===== src/rtl/mem_arb_pkg.sv =====
// Shared types and constants for the two-requester memory-port arbiter.
package mem_arb_pkg;

  localparam int unsigned ADDR_W = 32;
  localparam int unsigned DATA_W = 32;
  localparam int unsigned STRB_W = DATA_W / 8;
  localparam int unsigned RESP_W = 2;
  localparam int unsigned EXC_W  = 3;

  localparam logic [RESP_W-1:0] RESP_OKAY = 2'b00;

  typedef enum logic [2:0] {
    ST_IDLE,
    ST_RD_ADDR,
    ST_RD_DATA,
    ST_WR_ADDR,
    ST_WR_RESP
  } state_e;

  typedef enum logic {
    SRC_I = 1'b0,
    SRC_D = 1'b1
  } src_e;

  // Latched request payload, held for the life of the transaction.
  typedef struct packed {
    src_e              src;
    logic [ADDR_W-1:0] addr;
    logic [DATA_W-1:0] wdata;
    logic [STRB_W-1:0] wstrb;
  } req_t;

  // Response payload presented alongside the resp_valid pulse.
  typedef struct packed {
    logic [DATA_W-1:0] rdata;
    logic              err;
    logic              exc;
    logic [EXC_W-1:0]  exc_vec;
  } resp_t;

  function automatic src_e other_src(input src_e s);
    return (s == SRC_I) ? SRC_D : SRC_I;
  endfunction

endpackage


===== src/rtl/mem_arbiter_if.sv =====
// Requester-side and AXI-lite/MMU-side bundles for mem_arbiter.
interface mem_req_if;
  logic                              i_req_valid;
  logic                              i_req_ready;
  logic [mem_arb_pkg::ADDR_W-1:0]    i_req_addr;
  logic                              d_req_valid;
  logic                              d_req_ready;
  logic [mem_arb_pkg::ADDR_W-1:0]    d_req_addr;
  logic                              d_req_we;
  logic [mem_arb_pkg::DATA_W-1:0]    d_req_wdata;
  logic [mem_arb_pkg::STRB_W-1:0]    d_req_wstrb;
  logic                              i_resp_valid;
  logic                              d_resp_valid;
  logic [mem_arb_pkg::DATA_W-1:0]    resp_rdata;
  logic                              resp_err;
  logic                              resp_exc;
  logic [mem_arb_pkg::EXC_W-1:0]     resp_exc_vec;

  // Requesters (fetch and load/store units).
  modport master (
    output i_req_valid, i_req_addr,
    output d_req_valid, d_req_addr, d_req_we, d_req_wdata, d_req_wstrb,
    input  i_req_ready, d_req_ready,
    input  i_resp_valid, d_resp_valid, resp_rdata, resp_err, resp_exc, resp_exc_vec
  );

  // Arbiter.
  modport slave (
    input  i_req_valid, i_req_addr,
    input  d_req_valid, d_req_addr, d_req_we, d_req_wdata, d_req_wstrb,
    output i_req_ready, d_req_ready,
    output i_resp_valid, d_resp_valid, resp_rdata, resp_err, resp_exc, resp_exc_vec
  );
endinterface

interface mem_axil_if;
  logic [mem_arb_pkg::ADDR_W-1:0]    m_axi_araddr;
  logic                              m_axi_arvalid;
  logic                              m_axi_arready;
  logic [mem_arb_pkg::DATA_W-1:0]    m_axi_rdata;
  logic [mem_arb_pkg::RESP_W-1:0]    m_axi_rresp;
  logic                              m_axi_rvalid;
  logic                              m_axi_rready;
  logic [mem_arb_pkg::ADDR_W-1:0]    m_axi_awaddr;
  logic                              m_axi_awvalid;
  logic                              m_axi_awready;
  logic [mem_arb_pkg::DATA_W-1:0]    m_axi_wdata;
  logic [mem_arb_pkg::STRB_W-1:0]    m_axi_wstrb;
  logic                              m_axi_wvalid;
  logic                              m_axi_wready;
  logic [mem_arb_pkg::RESP_W-1:0]    m_axi_bresp;
  logic                              m_axi_bvalid;
  logic                              m_axi_bready;
  logic                              m_is_instr;
  logic                              m_throw_exception;
  logic [mem_arb_pkg::EXC_W-1:0]     m_exception_vec;

  // Arbiter side of the single AXI-lite port.
  modport master (
    output m_axi_araddr, m_axi_arvalid, m_axi_rready,
    output m_axi_awaddr, m_axi_awvalid, m_axi_wdata, m_axi_wstrb, m_axi_wvalid, m_axi_bready,
    output m_is_instr,
    input  m_axi_arready, m_axi_rdata, m_axi_rresp, m_axi_rvalid,
    input  m_axi_awready, m_axi_wready, m_axi_bresp, m_axi_bvalid,
    input  m_throw_exception, m_exception_vec
  );

  // MMU / memory side.
  modport slave (
    input  m_axi_araddr, m_axi_arvalid, m_axi_rready,
    input  m_axi_awaddr, m_axi_awvalid, m_axi_wdata, m_axi_wstrb, m_axi_wvalid, m_axi_bready,
    input  m_is_instr,
    output m_axi_arready, m_axi_rdata, m_axi_rresp, m_axi_rvalid,
    output m_axi_awready, m_axi_wready, m_axi_bresp, m_axi_bvalid,
    output m_throw_exception, m_exception_vec
  );
endinterface


===== src/rtl/mem_arb_grant.sv =====
// Combinational requester grant; MEM_ARB_RR_EN adds a round-robin preference register,
// otherwise data always wins over fetch.
module mem_arb_grant
  import mem_arb_pkg::*;
(
  input  logic clk,
  input  logic rst,
  input  logic i_fetch_valid,
  input  logic i_data_valid,
  input  logic i_accept,
  output src_e o_grant_c,
  output logic o_any_c
);

`ifdef MEM_ARB_RR_EN
  // Requester preferred on a tie; flips away from whoever was just accepted.
  src_e r_prio;

  always_ff @(posedge clk) begin
    if (rst) begin
      r_prio <= SRC_D;
    end else if (i_accept) begin
      r_prio <= other_src(o_grant_c);
    end
  end

  always_comb begin
    o_grant_c = SRC_D;
    if (i_fetch_valid && i_data_valid) begin
      o_grant_c = r_prio;
    end else if (i_fetch_valid) begin
      o_grant_c = SRC_I;
    end
  end
`else
  logic w_unused;
  assign w_unused = &{1'b0, clk, rst, i_accept};

  always_comb begin
    o_grant_c = SRC_D;
    if (i_fetch_valid && !i_data_valid) begin
      o_grant_c = SRC_I;
    end
  end
`endif

  assign o_any_c = i_fetch_valid | i_data_valid;

endmodule


===== src/rtl/mem_arbiter.sv =====
// Two-requester (fetch / load-store) arbiter onto one AXI-lite master port, one
// transaction outstanding. Optional MEM_ARB_RR_EN selects round-robin arbitration.
module mem_arbiter
  import mem_arb_pkg::*;
(
  input  logic       clk,
  input  logic       rst,
  mem_req_if.slave   req,
  mem_axil_if.master axi
);

  state_e r_state;
  req_t   r_req;
  resp_t  r_resp;
  logic   r_is_instr;
  logic   r_i_resp_valid;
  logic   r_d_resp_valid;
  logic   r_arvalid;
  logic   r_rready;
  logic   r_awvalid;
  logic   r_wvalid;
  logic   r_bready;

  src_e   w_grant;
  logic   w_any;
  logic   w_idle_ok;
  logic   w_accept;
  logic   w_new_we;
  req_t   w_new_req;
  logic   w_exc;
  logic   w_rd_done;
  logic   w_wr_done;
  logic   w_finish;
  logic   w_aw_done;
  logic   w_w_done;
  resp_t  w_resp_nxt;

  mem_arb_grant u_grant (
    .clk           (clk),
    .rst           (rst),
    .i_fetch_valid (req.i_req_valid),
    .i_data_valid  (req.d_req_valid),
    .i_accept      (w_accept),
    .o_grant_c     (w_grant),
    .o_any_c       (w_any)
  );

  // Requests are only taken in IDLE and never during the response pulse.
  assign w_idle_ok = (r_state == ST_IDLE) && !r_i_resp_valid && !r_d_resp_valid;
  assign w_accept  = w_idle_ok && w_any;
  assign w_new_we  = req.d_req_we && (w_grant == SRC_D);

  always_comb begin
    w_new_req      = '0;
    w_new_req.src  = w_grant;
    w_new_req.addr = req.i_req_addr;
    if (w_grant == SRC_D) begin
      w_new_req.addr  = req.d_req_addr;
      w_new_req.wdata = req.d_req_wdata;
      w_new_req.wstrb = req.d_req_wstrb;
    end
  end

  // Completion detection; an MMU abort overrides a same-cycle R/B handshake.
  always_comb begin
    w_exc      = (r_state != ST_IDLE) && axi.m_throw_exception;
    w_rd_done  = (r_state == ST_RD_DATA) && r_rready && axi.m_axi_rvalid;
    w_wr_done  = (r_state == ST_WR_RESP) && r_bready && axi.m_axi_bvalid;
    w_finish   = w_exc || w_rd_done || w_wr_done;
    w_aw_done  = !r_awvalid || axi.m_axi_awready;
    w_w_done   = !r_wvalid  || axi.m_axi_wready;
    w_resp_nxt = '0;
    if (w_exc) begin
      w_resp_nxt.exc     = 1'b1;
      w_resp_nxt.exc_vec = axi.m_exception_vec;
    end else if (w_rd_done) begin
      w_resp_nxt.rdata = axi.m_axi_rdata;
      w_resp_nxt.err   = (axi.m_axi_rresp != RESP_OKAY);
    end else if (w_wr_done) begin
      w_resp_nxt.err   = (axi.m_axi_bresp != RESP_OKAY);
    end
  end

  always_ff @(posedge clk) begin
    if (rst) begin
      r_state        <= ST_IDLE;
      r_req          <= '0;
      r_resp         <= '0;
      r_is_instr     <= 1'b0;
      r_i_resp_valid <= 1'b0;
      r_d_resp_valid <= 1'b0;
      r_arvalid      <= 1'b0;
      r_rready       <= 1'b0;
      r_awvalid      <= 1'b0;
      r_wvalid       <= 1'b0;
      r_bready       <= 1'b0;
    end else begin
      r_i_resp_valid <= w_finish && (r_req.src == SRC_I);
      r_d_resp_valid <= w_finish && (r_req.src == SRC_D);
      if (w_finish) begin
        r_resp    <= w_resp_nxt;
        r_state   <= ST_IDLE;
        r_arvalid <= 1'b0;
        r_rready  <= 1'b0;
        r_awvalid <= 1'b0;
        r_wvalid  <= 1'b0;
        r_bready  <= 1'b0;
      end else begin
        case (r_state)
          ST_IDLE: begin
            if (w_accept) begin
              r_req      <= w_new_req;
              r_is_instr <= (w_grant == SRC_I);
              if (w_new_we) begin
                r_awvalid <= 1'b1;
                r_wvalid  <= 1'b1;
                r_state   <= ST_WR_ADDR;
              end else begin
                r_arvalid <= 1'b1;
                r_state   <= ST_RD_ADDR;
              end
            end
          end
          ST_RD_ADDR: begin
            if (axi.m_axi_arready) begin
              r_arvalid <= 1'b0;
              r_rready  <= 1'b1;
              r_state   <= ST_RD_DATA;
            end
          end
          ST_RD_DATA: begin
          end
          // AW and W complete independently; B is opened once both are through.
          ST_WR_ADDR: begin
            if (axi.m_axi_awready) r_awvalid <= 1'b0;
            if (axi.m_axi_wready)  r_wvalid  <= 1'b0;
            if (w_aw_done && w_w_done) begin
              r_bready <= 1'b1;
              r_state  <= ST_WR_RESP;
            end
          end
          ST_WR_RESP: begin
          end
          default: r_state <= ST_IDLE;
        endcase
      end
    end
  end

  assign req.i_req_ready  = w_accept && (w_grant == SRC_I);
  assign req.d_req_ready  = w_accept && (w_grant == SRC_D);
  assign req.i_resp_valid = r_i_resp_valid;
  assign req.d_resp_valid = r_d_resp_valid;
  assign req.resp_rdata   = r_resp.rdata;
  assign req.resp_err     = r_resp.err;
  assign req.resp_exc     = r_resp.exc;
  assign req.resp_exc_vec = r_resp.exc_vec;

  assign axi.m_axi_araddr  = r_req.addr;
  assign axi.m_axi_arvalid = r_arvalid;
  assign axi.m_axi_rready  = r_rready;
  assign axi.m_axi_awaddr  = r_req.addr;
  assign axi.m_axi_awvalid = r_awvalid;
  assign axi.m_axi_wdata   = r_req.wdata;
  assign axi.m_axi_wstrb   = r_req.wstrb;
  assign axi.m_axi_wvalid  = r_wvalid;
  assign axi.m_axi_bready  = r_bready;
  assign axi.m_is_instr    = r_is_instr;

endmodule


===== src/flat_wrapper.sv =====
// flat-port wrapper written by rule: the top's interface ports become plain ports
module mem_arbiter_flat import mem_arb_pkg::*;
  (clk, rst, req_i_req_valid, req_i_req_addr, req_d_req_valid, req_d_req_addr, req_d_req_we, req_d_req_wdata, req_d_req_wstrb, req_i_req_ready, req_d_req_ready, req_i_resp_valid, req_d_resp_valid, req_resp_rdata, req_resp_err, req_resp_exc, req_resp_exc_vec, axi_m_axi_araddr, axi_m_axi_arvalid, axi_m_axi_rready, axi_m_axi_awaddr, axi_m_axi_awvalid, axi_m_axi_wdata, axi_m_axi_wstrb, axi_m_axi_wvalid, axi_m_axi_bready, axi_m_is_instr, axi_m_axi_arready, axi_m_axi_rdata, axi_m_axi_rresp, axi_m_axi_rvalid, axi_m_axi_awready, axi_m_axi_wready, axi_m_axi_bresp, axi_m_axi_bvalid, axi_m_throw_exception, axi_m_exception_vec);
  mem_req_if req_i ();
  mem_axil_if axi_i ();
  input  logic clk;
  input  logic rst;
  input wire logic [$bits(req_i.i_req_valid)-1:0] req_i_req_valid;
  input wire logic [$bits(req_i.i_req_addr)-1:0] req_i_req_addr;
  input wire logic [$bits(req_i.d_req_valid)-1:0] req_d_req_valid;
  input wire logic [$bits(req_i.d_req_addr)-1:0] req_d_req_addr;
  input wire logic [$bits(req_i.d_req_we)-1:0] req_d_req_we;
  input wire logic [$bits(req_i.d_req_wdata)-1:0] req_d_req_wdata;
  input wire logic [$bits(req_i.d_req_wstrb)-1:0] req_d_req_wstrb;
  output wire logic [$bits(req_i.i_req_ready)-1:0] req_i_req_ready;
  output wire logic [$bits(req_i.d_req_ready)-1:0] req_d_req_ready;
  output wire logic [$bits(req_i.i_resp_valid)-1:0] req_i_resp_valid;
  output wire logic [$bits(req_i.d_resp_valid)-1:0] req_d_resp_valid;
  output wire logic [$bits(req_i.resp_rdata)-1:0] req_resp_rdata;
  output wire logic [$bits(req_i.resp_err)-1:0] req_resp_err;
  output wire logic [$bits(req_i.resp_exc)-1:0] req_resp_exc;
  output wire logic [$bits(req_i.resp_exc_vec)-1:0] req_resp_exc_vec;
  output wire logic [$bits(axi_i.m_axi_araddr)-1:0] axi_m_axi_araddr;
  output wire logic [$bits(axi_i.m_axi_arvalid)-1:0] axi_m_axi_arvalid;
  output wire logic [$bits(axi_i.m_axi_rready)-1:0] axi_m_axi_rready;
  output wire logic [$bits(axi_i.m_axi_awaddr)-1:0] axi_m_axi_awaddr;
  output wire logic [$bits(axi_i.m_axi_awvalid)-1:0] axi_m_axi_awvalid;
  output wire logic [$bits(axi_i.m_axi_wdata)-1:0] axi_m_axi_wdata;
  output wire logic [$bits(axi_i.m_axi_wstrb)-1:0] axi_m_axi_wstrb;
  output wire logic [$bits(axi_i.m_axi_wvalid)-1:0] axi_m_axi_wvalid;
  output wire logic [$bits(axi_i.m_axi_bready)-1:0] axi_m_axi_bready;
  output wire logic [$bits(axi_i.m_is_instr)-1:0] axi_m_is_instr;
  input wire logic [$bits(axi_i.m_axi_arready)-1:0] axi_m_axi_arready;
  input wire logic [$bits(axi_i.m_axi_rdata)-1:0] axi_m_axi_rdata;
  input wire logic [$bits(axi_i.m_axi_rresp)-1:0] axi_m_axi_rresp;
  input wire logic [$bits(axi_i.m_axi_rvalid)-1:0] axi_m_axi_rvalid;
  input wire logic [$bits(axi_i.m_axi_awready)-1:0] axi_m_axi_awready;
  input wire logic [$bits(axi_i.m_axi_wready)-1:0] axi_m_axi_wready;
  input wire logic [$bits(axi_i.m_axi_bresp)-1:0] axi_m_axi_bresp;
  input wire logic [$bits(axi_i.m_axi_bvalid)-1:0] axi_m_axi_bvalid;
  input wire logic [$bits(axi_i.m_throw_exception)-1:0] axi_m_throw_exception;
  input wire logic [$bits(axi_i.m_exception_vec)-1:0] axi_m_exception_vec;
  assign req_i.i_req_valid = req_i_req_valid;
  assign req_i.i_req_addr = req_i_req_addr;
  assign req_i.d_req_valid = req_d_req_valid;
  assign req_i.d_req_addr = req_d_req_addr;
  assign req_i.d_req_we = req_d_req_we;
  assign req_i.d_req_wdata = req_d_req_wdata;
  assign req_i.d_req_wstrb = req_d_req_wstrb;
  assign req_i_req_ready = req_i.i_req_ready;
  assign req_d_req_ready = req_i.d_req_ready;
  assign req_i_resp_valid = req_i.i_resp_valid;
  assign req_d_resp_valid = req_i.d_resp_valid;
  assign req_resp_rdata = req_i.resp_rdata;
  assign req_resp_err = req_i.resp_err;
  assign req_resp_exc = req_i.resp_exc;
  assign req_resp_exc_vec = req_i.resp_exc_vec;
  assign axi_m_axi_araddr = axi_i.m_axi_araddr;
  assign axi_m_axi_arvalid = axi_i.m_axi_arvalid;
  assign axi_m_axi_rready = axi_i.m_axi_rready;
  assign axi_m_axi_awaddr = axi_i.m_axi_awaddr;
  assign axi_m_axi_awvalid = axi_i.m_axi_awvalid;
  assign axi_m_axi_wdata = axi_i.m_axi_wdata;
  assign axi_m_axi_wstrb = axi_i.m_axi_wstrb;
  assign axi_m_axi_wvalid = axi_i.m_axi_wvalid;
  assign axi_m_axi_bready = axi_i.m_axi_bready;
  assign axi_m_is_instr = axi_i.m_is_instr;
  assign axi_i.m_axi_arready = axi_m_axi_arready;
  assign axi_i.m_axi_rdata = axi_m_axi_rdata;
  assign axi_i.m_axi_rresp = axi_m_axi_rresp;
  assign axi_i.m_axi_rvalid = axi_m_axi_rvalid;
  assign axi_i.m_axi_awready = axi_m_axi_awready;
  assign axi_i.m_axi_wready = axi_m_axi_wready;
  assign axi_i.m_axi_bresp = axi_m_axi_bresp;
  assign axi_i.m_axi_bvalid = axi_m_axi_bvalid;
  assign axi_i.m_throw_exception = axi_m_throw_exception;
  assign axi_i.m_exception_vec = axi_m_exception_vec;
  mem_arbiter u_core (.clk(clk), .rst(rst), .req(req_i), .axi(axi_i));
endmodule

===== config.mk =====
export PLATFORM = sky130hd
export DESIGN_NAME = mem_arbiter_flat
export DESIGN_NICKNAME = d
export VERILOG_FILES = /design/src/rtl/mem_arb_pkg.sv /design/src/rtl/mem_arbiter_if.sv /design/src/rtl/mem_arb_grant.sv /design/src/rtl/mem_arbiter.sv /design/src/flat_wrapper.sv
export SDC_FILE = /design/constraint.sdc
export NUM_CORES = 1
export LEC_CHECK = 0
export ABC_AREA = 0
export BUFFER_PORTS_ARGS = -buffer_cell sky130_fd_sc_hd__buf_2
export CAP_MARGIN = 0
export CORE_AREA = 4 4 112 114
export DETAILED_ROUTE_END_ITERATION = 16
export DIE_AREA = 0 0 116 118
export GPL_ROUTABILITY_DRIVEN = 0
export GPL_TIMING_DRIVEN = 0
export PLACE_DENSITY = 0.91
export SYNTH_ARGS = -nofsm -noshare
export SYNTH_HDL_FRONTEND = slang
export SYNTH_SLANG_ARGS = --single-unit

===== constraint.sdc =====
create_clock -name clk -period 3.24 [get_ports clk]
set_input_delay 0.648 -clock clk [delete_from_list [all_inputs] [get_ports clk]]
set_output_delay 0.648 -clock clk [all_outputs]
set_load 0.01 [all_outputs]

## After elaboration in Yosys (flattened, before gate mapping)

Cells that the tools add are included.

| cells by class | value |
|---|---|
| equality and inequality tests | 11 |
| muxes and demuxes | 22 |
| bitwise gates (word level) | 4 |
| reductions and logical operators | 39 |

Operator list:

| cell | count |
|---|---|
| 2-to-1 mux 68 bit | 1 |
| 2-to-1 mux 33 bit | 1 |
| 2-to-1 mux 32 bit | 1 |
| AND reduction 4 bit | 4 |
| logical AND 1 bit | 15 |
| case mux 3 bit (4 select lines) | 1 |
| 2-to-1 mux 1 bit | 10 |
| 2-to-1 mux 3 bit | 3 |
| inequality test 2 bit, second input constant | 4 |
| nonzero test 2 bit | 4 |
| equality test 3 x 2 -> 1 bit, second input constant | 2 |
| inequality test 2 x 1 -> 1 bit, second input constant | 3 |
| case mux 1 bit (2 select lines) | 3 |
| logical NOT 1 bit | 5 |
| logical OR 1 bit | 4 |
| 2-to-1 mux 4 bit | 1 |
| AND reduction 2 bit | 2 |
| OR reduction 2 bit | 2 |
| equality test 3 x 1 -> 1 bit, second input constant | 1 |
| equality test 3 bit, second input constant | 1 |
| logical NOT 3 bit | 1 |
| NOT 1 bit | 3 |
| AND reduction 3 bit | 1 |
| nonzero test 3 bit | 1 |
| 2 further kinds | 2 |

| storage, ports and cells | value |
|---|---|
| flip-flop bits (word level) | 117 |
| output and inout bits | 147 |
| logic and storage cells | 93 |

## Logic depth before layout (Yosys ltp)

| logic depth | value |
|---|---|
| depth after elaboration | 7 |
| gate-level depth with buffers | 7 |

## Hierarchy

From an unflattened synthesis, not the netlist that was laid out.

| second synthesis, totals | value |
|---|---|
| cell total of the unflattened synthesis | 558 |
| area, all modules | 5248.8 sq um |

Modules (own cells, without submodules):

| module | instances | cells an instance | area each (sq um) | sequential area each (sq um) |
|---|---|---|---|---|
| mem_arbiter | 1 | 556 | 5236.3 | 2342.2 |
| mem_arb_grant | 1 | 2 | 12.5 | 0.0 |

## Worst setup path before layout

No wires, ideal clock.

| path | value |
|---|---|
| path kind | input-to-output |
| from | in req_i_req_valid |
| to | out req_i_req_ready |
| data arrival time | 1.357 ns |
| data required time | 2.592 ns |
| setup slack | 1.235 ns |
| cell stages on the path | 6 |
| path through | nor2_1 and3b_1 buf_2 buf_4 nand2_1 inv_1 |

| between the ends | value |
|---|---|
| word-level cells in the longest chain between the ends | 3 |
| elaborated cells between the ends (all ways) | 4 |
| classes of those cells | bitwise: 1; reduce/logical: 3 |

Ends and longest elaborated chain:

| item | line | source |
|---|---|---|
| start: declaration | flat_wrapper.sv:8 | `input wire logic [$bits(req_i.i_req_valid)-1:0] req_i_req_valid;` |
| OR 1 bit | mem_arb_grant.sv:47 | `assign o_any_c = i_fetch_valid \| i_data_valid;` |
| logical AND 1 bit | mem_arbiter.sv:50 | `assign w_accept = w_idle_ok && w_any;` |
| logical AND 1 bit (*) | mem_arbiter.sv:150 | `assign req.i_req_ready = w_accept && (w_grant == SRC_I);` |
| end: declaration | flat_wrapper.sv:15 | `output wire logic [$bits(req_i.i_req_ready)-1:0] req_i_req_ready;` |

Every way passes the cells marked *; elsewhere a longest branch is shown, timed or not.

## Worst setup path in the final report

| path | value |
|---|---|
| from | reg u_core.r_state[2] |
| to | out req_i_req_ready |

| between the ends | value |
|---|---|
| word-level cells in the longest chain between the ends | 5 |

Ends and longest elaborated chain:

| item | line | source |
|---|---|---|
| start: declaration | mem_arbiter.sv:12 | `state_e r_state;` |
| start signal: assignment | mem_arbiter.sv:86 | `r_state <= ST_IDLE;` |
| start signal: assignment | mem_arbiter.sv:102 | `r_state <= ST_IDLE;` |
| start signal: assignment | mem_arbiter.sv:117 | `r_state <= ST_WR_ADDR;` |
| logical NOT 3 bit | mem_arbiter.sv:49 | `assign w_idle_ok = (r_state == ST_IDLE) && !r_i_resp_valid && !r_d_resp_valid;` |
| logical AND 1 bit (2 in series) | mem_arbiter.sv:49 |  |
| logical AND 1 bit | mem_arbiter.sv:50 |  |
| logical AND 1 bit | mem_arbiter.sv:150 |  |

Every way passes these cells.

==> impl_metrics.json <==
{
  "avgViaCountPerCell": 4.93,
  "period_needed_ps": 2520,
  "drv_slew": 0,
  "rsz0062_at_grt": "false",
  "crit_path_start_kind": "register",
  "relSlewSlack": 0.550,
  "n_antenna_cell": 0,
  "synth_xor_area_frac": 0,
  "power_leakage_nw": 3.90,
  "min_path_type": "reg -> reg",
  "hold_viol": 0,
  "overflow": 0,
  "ant_nets": 0,
  "finClkSkew_ps": 8.50,
  "worstHoldStart": "u_core.axi.m_is_instr",
  "timing.final.ws_setup_ps": 719,
  "route.detailed.drc": 0,
  "synth_top_area_share": 0.452,
  "synthAdderAreaFrac": 0,
  "pre_cts_slack_ps": 740,
  "crit_end": "req_i_req_ready",
  "cts_tree": "yes",
  "ctsResizeCount": 0,
  "cp.required_ps": 2590,
  "synth_top_family_by_area": "buffers and inverters",
  "die_y_um": 118,
  "cts.sinks": 117,
  "clk_pin_slew_worst_paths_ps": 50,
  "area_growth_pct": 44.7,
  "ff2ff_setup_slack_ps": 1430,
  "grt_pass1_wl_mm": 25.0,
  "r2r_cells": 7,
  "vias": 5262,
  "synth_area_leaders": "dfxtp_1 45%, buf_4 15%, nand2_1 7.7%",
  "synth_cells": 596,
  "numCtsBuffers": 17,
  "cts_setup_buffers": 0,
  "fin_crit_sh": 0.778,
  "drtIter0Drc": 270,
  "ys_seq_area_frac": 0.452,
  "dp_hpwl_mm": 12.8,
  "ir_worst_vdd_mv": 0.476,
  "fmax_ghz": 0.397,
  "worst-setup-path-type": "reg -> out",
  "root_buffer": "clkbuf_16",
  "outcome": "finished clean",
  "synthSimpleGateAreaFrac": 0.173,
  "grt.total_usage": 0.229,
  "clk_latency_ps": 400,
  "io_buffer_count": 296,
  "yosys_warnings": 0,
  "boundaryPins": 297,
  "drive_gt1_frac": 0.496,
  "cp.arrival_ps": 1870,
  "initial_core_util": 0.454,
  "syn-num-nets": 746,
  "finalNetCount": 1061,
  "grt_pass1_vias": 5118,
  "rr_endpoint": "u_core.axi.m_axi_wdata[30]",
  "holdWs_ps": 451,
  "synth_top_cell_by_area": "dfxtp_1",
  "synth_area_um2": 5180,
  "synth_cell_type_count": 38,
  "die_area_um2": 13700,
  "end_kind": "output port",
  "synth_seq_cells": 117,
  "antenna_found_initial": 0,
  "synth.area.mux_share": 0.00193,
  "tightest_slew_ps": 675,
  "wire_per_inst_um": 15.4,
  "synth_compound_area_frac": 0.179,
  "instances_no_fill": 1067,
  "final_common_cell": "buf_2",
  "num_rows": 39,
  "setup_tns_ps": 0,
  "coreArea_um2": 11400,
  "worst-path-max-fanout": 10,
  "fillCellCount": 966,
  "dp.cells": 1035,
  "drv_cap": 0,
  "p_per_area_nw_per_um2": 839,
  "startpoint": "u_core.r_state[2]",
  "firstDrtPassIters": 4,
  "htreeDepth": 4,
  "syn_area_per_cell_um2": 8.69,
  "totalWireLength_mm": 16.4,
  "hold_buffers": 0,
  "layout.cells.most_common_list": "310 x buf_2, 117 x dfxtp_1, 106 x nand2_1",
  "finalSetupViolCount": 0,
  "grt_max_degree": 17,
  "rr_startpoint": "u_core.r_state[2]",
  "die_w_um": 116,
  "clockBufferDepth": 2
}
-- Yosys cell counts (all sizes together) --
cell	count
o2bb2ai	1
dfxtp	117
and2	1
or3b	1
nor2b	1
o21a	2
nand4	1
a21oi	40
nor3b	1
nand2b	2
or4	1
o31ai	2
nand2	106
a311oi	33
and4bb	1
a21o	1
o31a	1
clkbuf	19
a22o	36
o21ai	5
a211oi	1
inv	3
nand3b	3
nor2	44
mux2i	1
a21boi	2
and3b	1
buf	126
nand3	36
nor4	2
nor3	5
-- per-stage QoR --
| step | area [µm²] | util | power [mW] |
|---|---|---|---|
| final | 7500 | 0.656 | 6.29 |
| after global routing | 7500 | 0.656 | 6.64 |
| after CTS | 7500 | 0.656 | 6.34 |
| after detailed placement | 6840 | 0.599 | 4.27 |
| after global placement | 6840 | 0.599 | 4.22 |
| after floorplan | 5180 | - | 3.47 |
-- per-layer routing --
metal	vias to the layer above	global-route usage	share of wire
li1	2592	-	-
met1	2387	0.256	0.38
met2	259	0.408	0.51
met3	24	0.0586	0.093
met4	0	0.0921	0.022
met5	-	0	0
-- where the power goes --
| group | leakage (nW) | internal [mW] | switching (mW) | total, mW |
|---|---|---|---|---|
| Combinational | 2.62 | 1.14 | 1.17 | 2.31 |
| Sequential | 0.957 | 1.73 | 0.205 | 1.93 |
| Clock | 0.319 | 1.36 | 0.686 | 2.05 |
| Total | 3.90 | 4.23 | 2.06 | 6.29 |
-- worst max-delay path, cell delays in order, from the launching register on --
cell,delay (ps)
dfxtp_1,370
nor3_2,270
and3b_1,180
buf_2,130
buf_4,180
nand2_1,100
inv_1,90
buf_2,150
-- sequential cells by signal, indices dropped and copies added, names as in the netlist --
register,flops
u_core.req.resp_err,1
u_core.axi.m_is_instr,1
u_core.req.resp_exc_vec,3
u_core.r_req,1
u_core.axi.m_axi_araddr,32
u_core.req.d_resp_valid,1
u_core.axi.m_axi_wdata,32
u_core.axi.m_axi_wstrb,4
u_core.axi.m_axi_wvalid,1
u_core.axi.m_axi_bready,1
u_core.axi.m_axi_awvalid,1
u_core.r_state,3
u_core.axi.m_axi_rready,1
u_core.req.resp_exc,1
u_core.req.i_resp_valid,1
u_core.axi.m_axi_arvalid,1
u_core.req.resp_rdata,32
-- cell families (layout without fill, tap and decap cells) --
group / Yosys count / in the layout
flip-flops: 117 / 117
AND/OR/NAND/NOR: 206 / 206
multiplexers: 1 / 1
buffers and inverters: 148 / 476
AO/OA/AOI/OAI: 124 / 124
-- layout make-up --
class	count	area (µm²)	share of cell area
Timing Repair Buffer	296	1480	0.198
Inverter	3	11.3	0.00150
Buffer	145	993	0.133
Sequential cell	117	2340	0.312
Multi-Input combinational cell	331	1830	0.245
Clock buffer	20	467	0.0623
Clock inverter	12	189	0.0252
Tap cell	143	179	0.0239
-- worst min-delay path by stage --
stage / slack, ps / endpoint / cells past startpoint
2_1_floorplan: 420 / u_core.req.i_resp_valid / 1
3_3_place_gp: 430 / u_core.req.resp_exc / 1
3_5_place_dp: 440 / u_core.axi.m_axi_wstrb[3] / 2
4_1_cts: 440 / u_core.req.resp_rdata[3] / 2
5_1_grt: 440 / u_core.req.resp_rdata[3] / 2
6_report: 450 / u_core.axi.m_is_instr / 2
No activity file was read; power rests on OpenSTA's default activity.
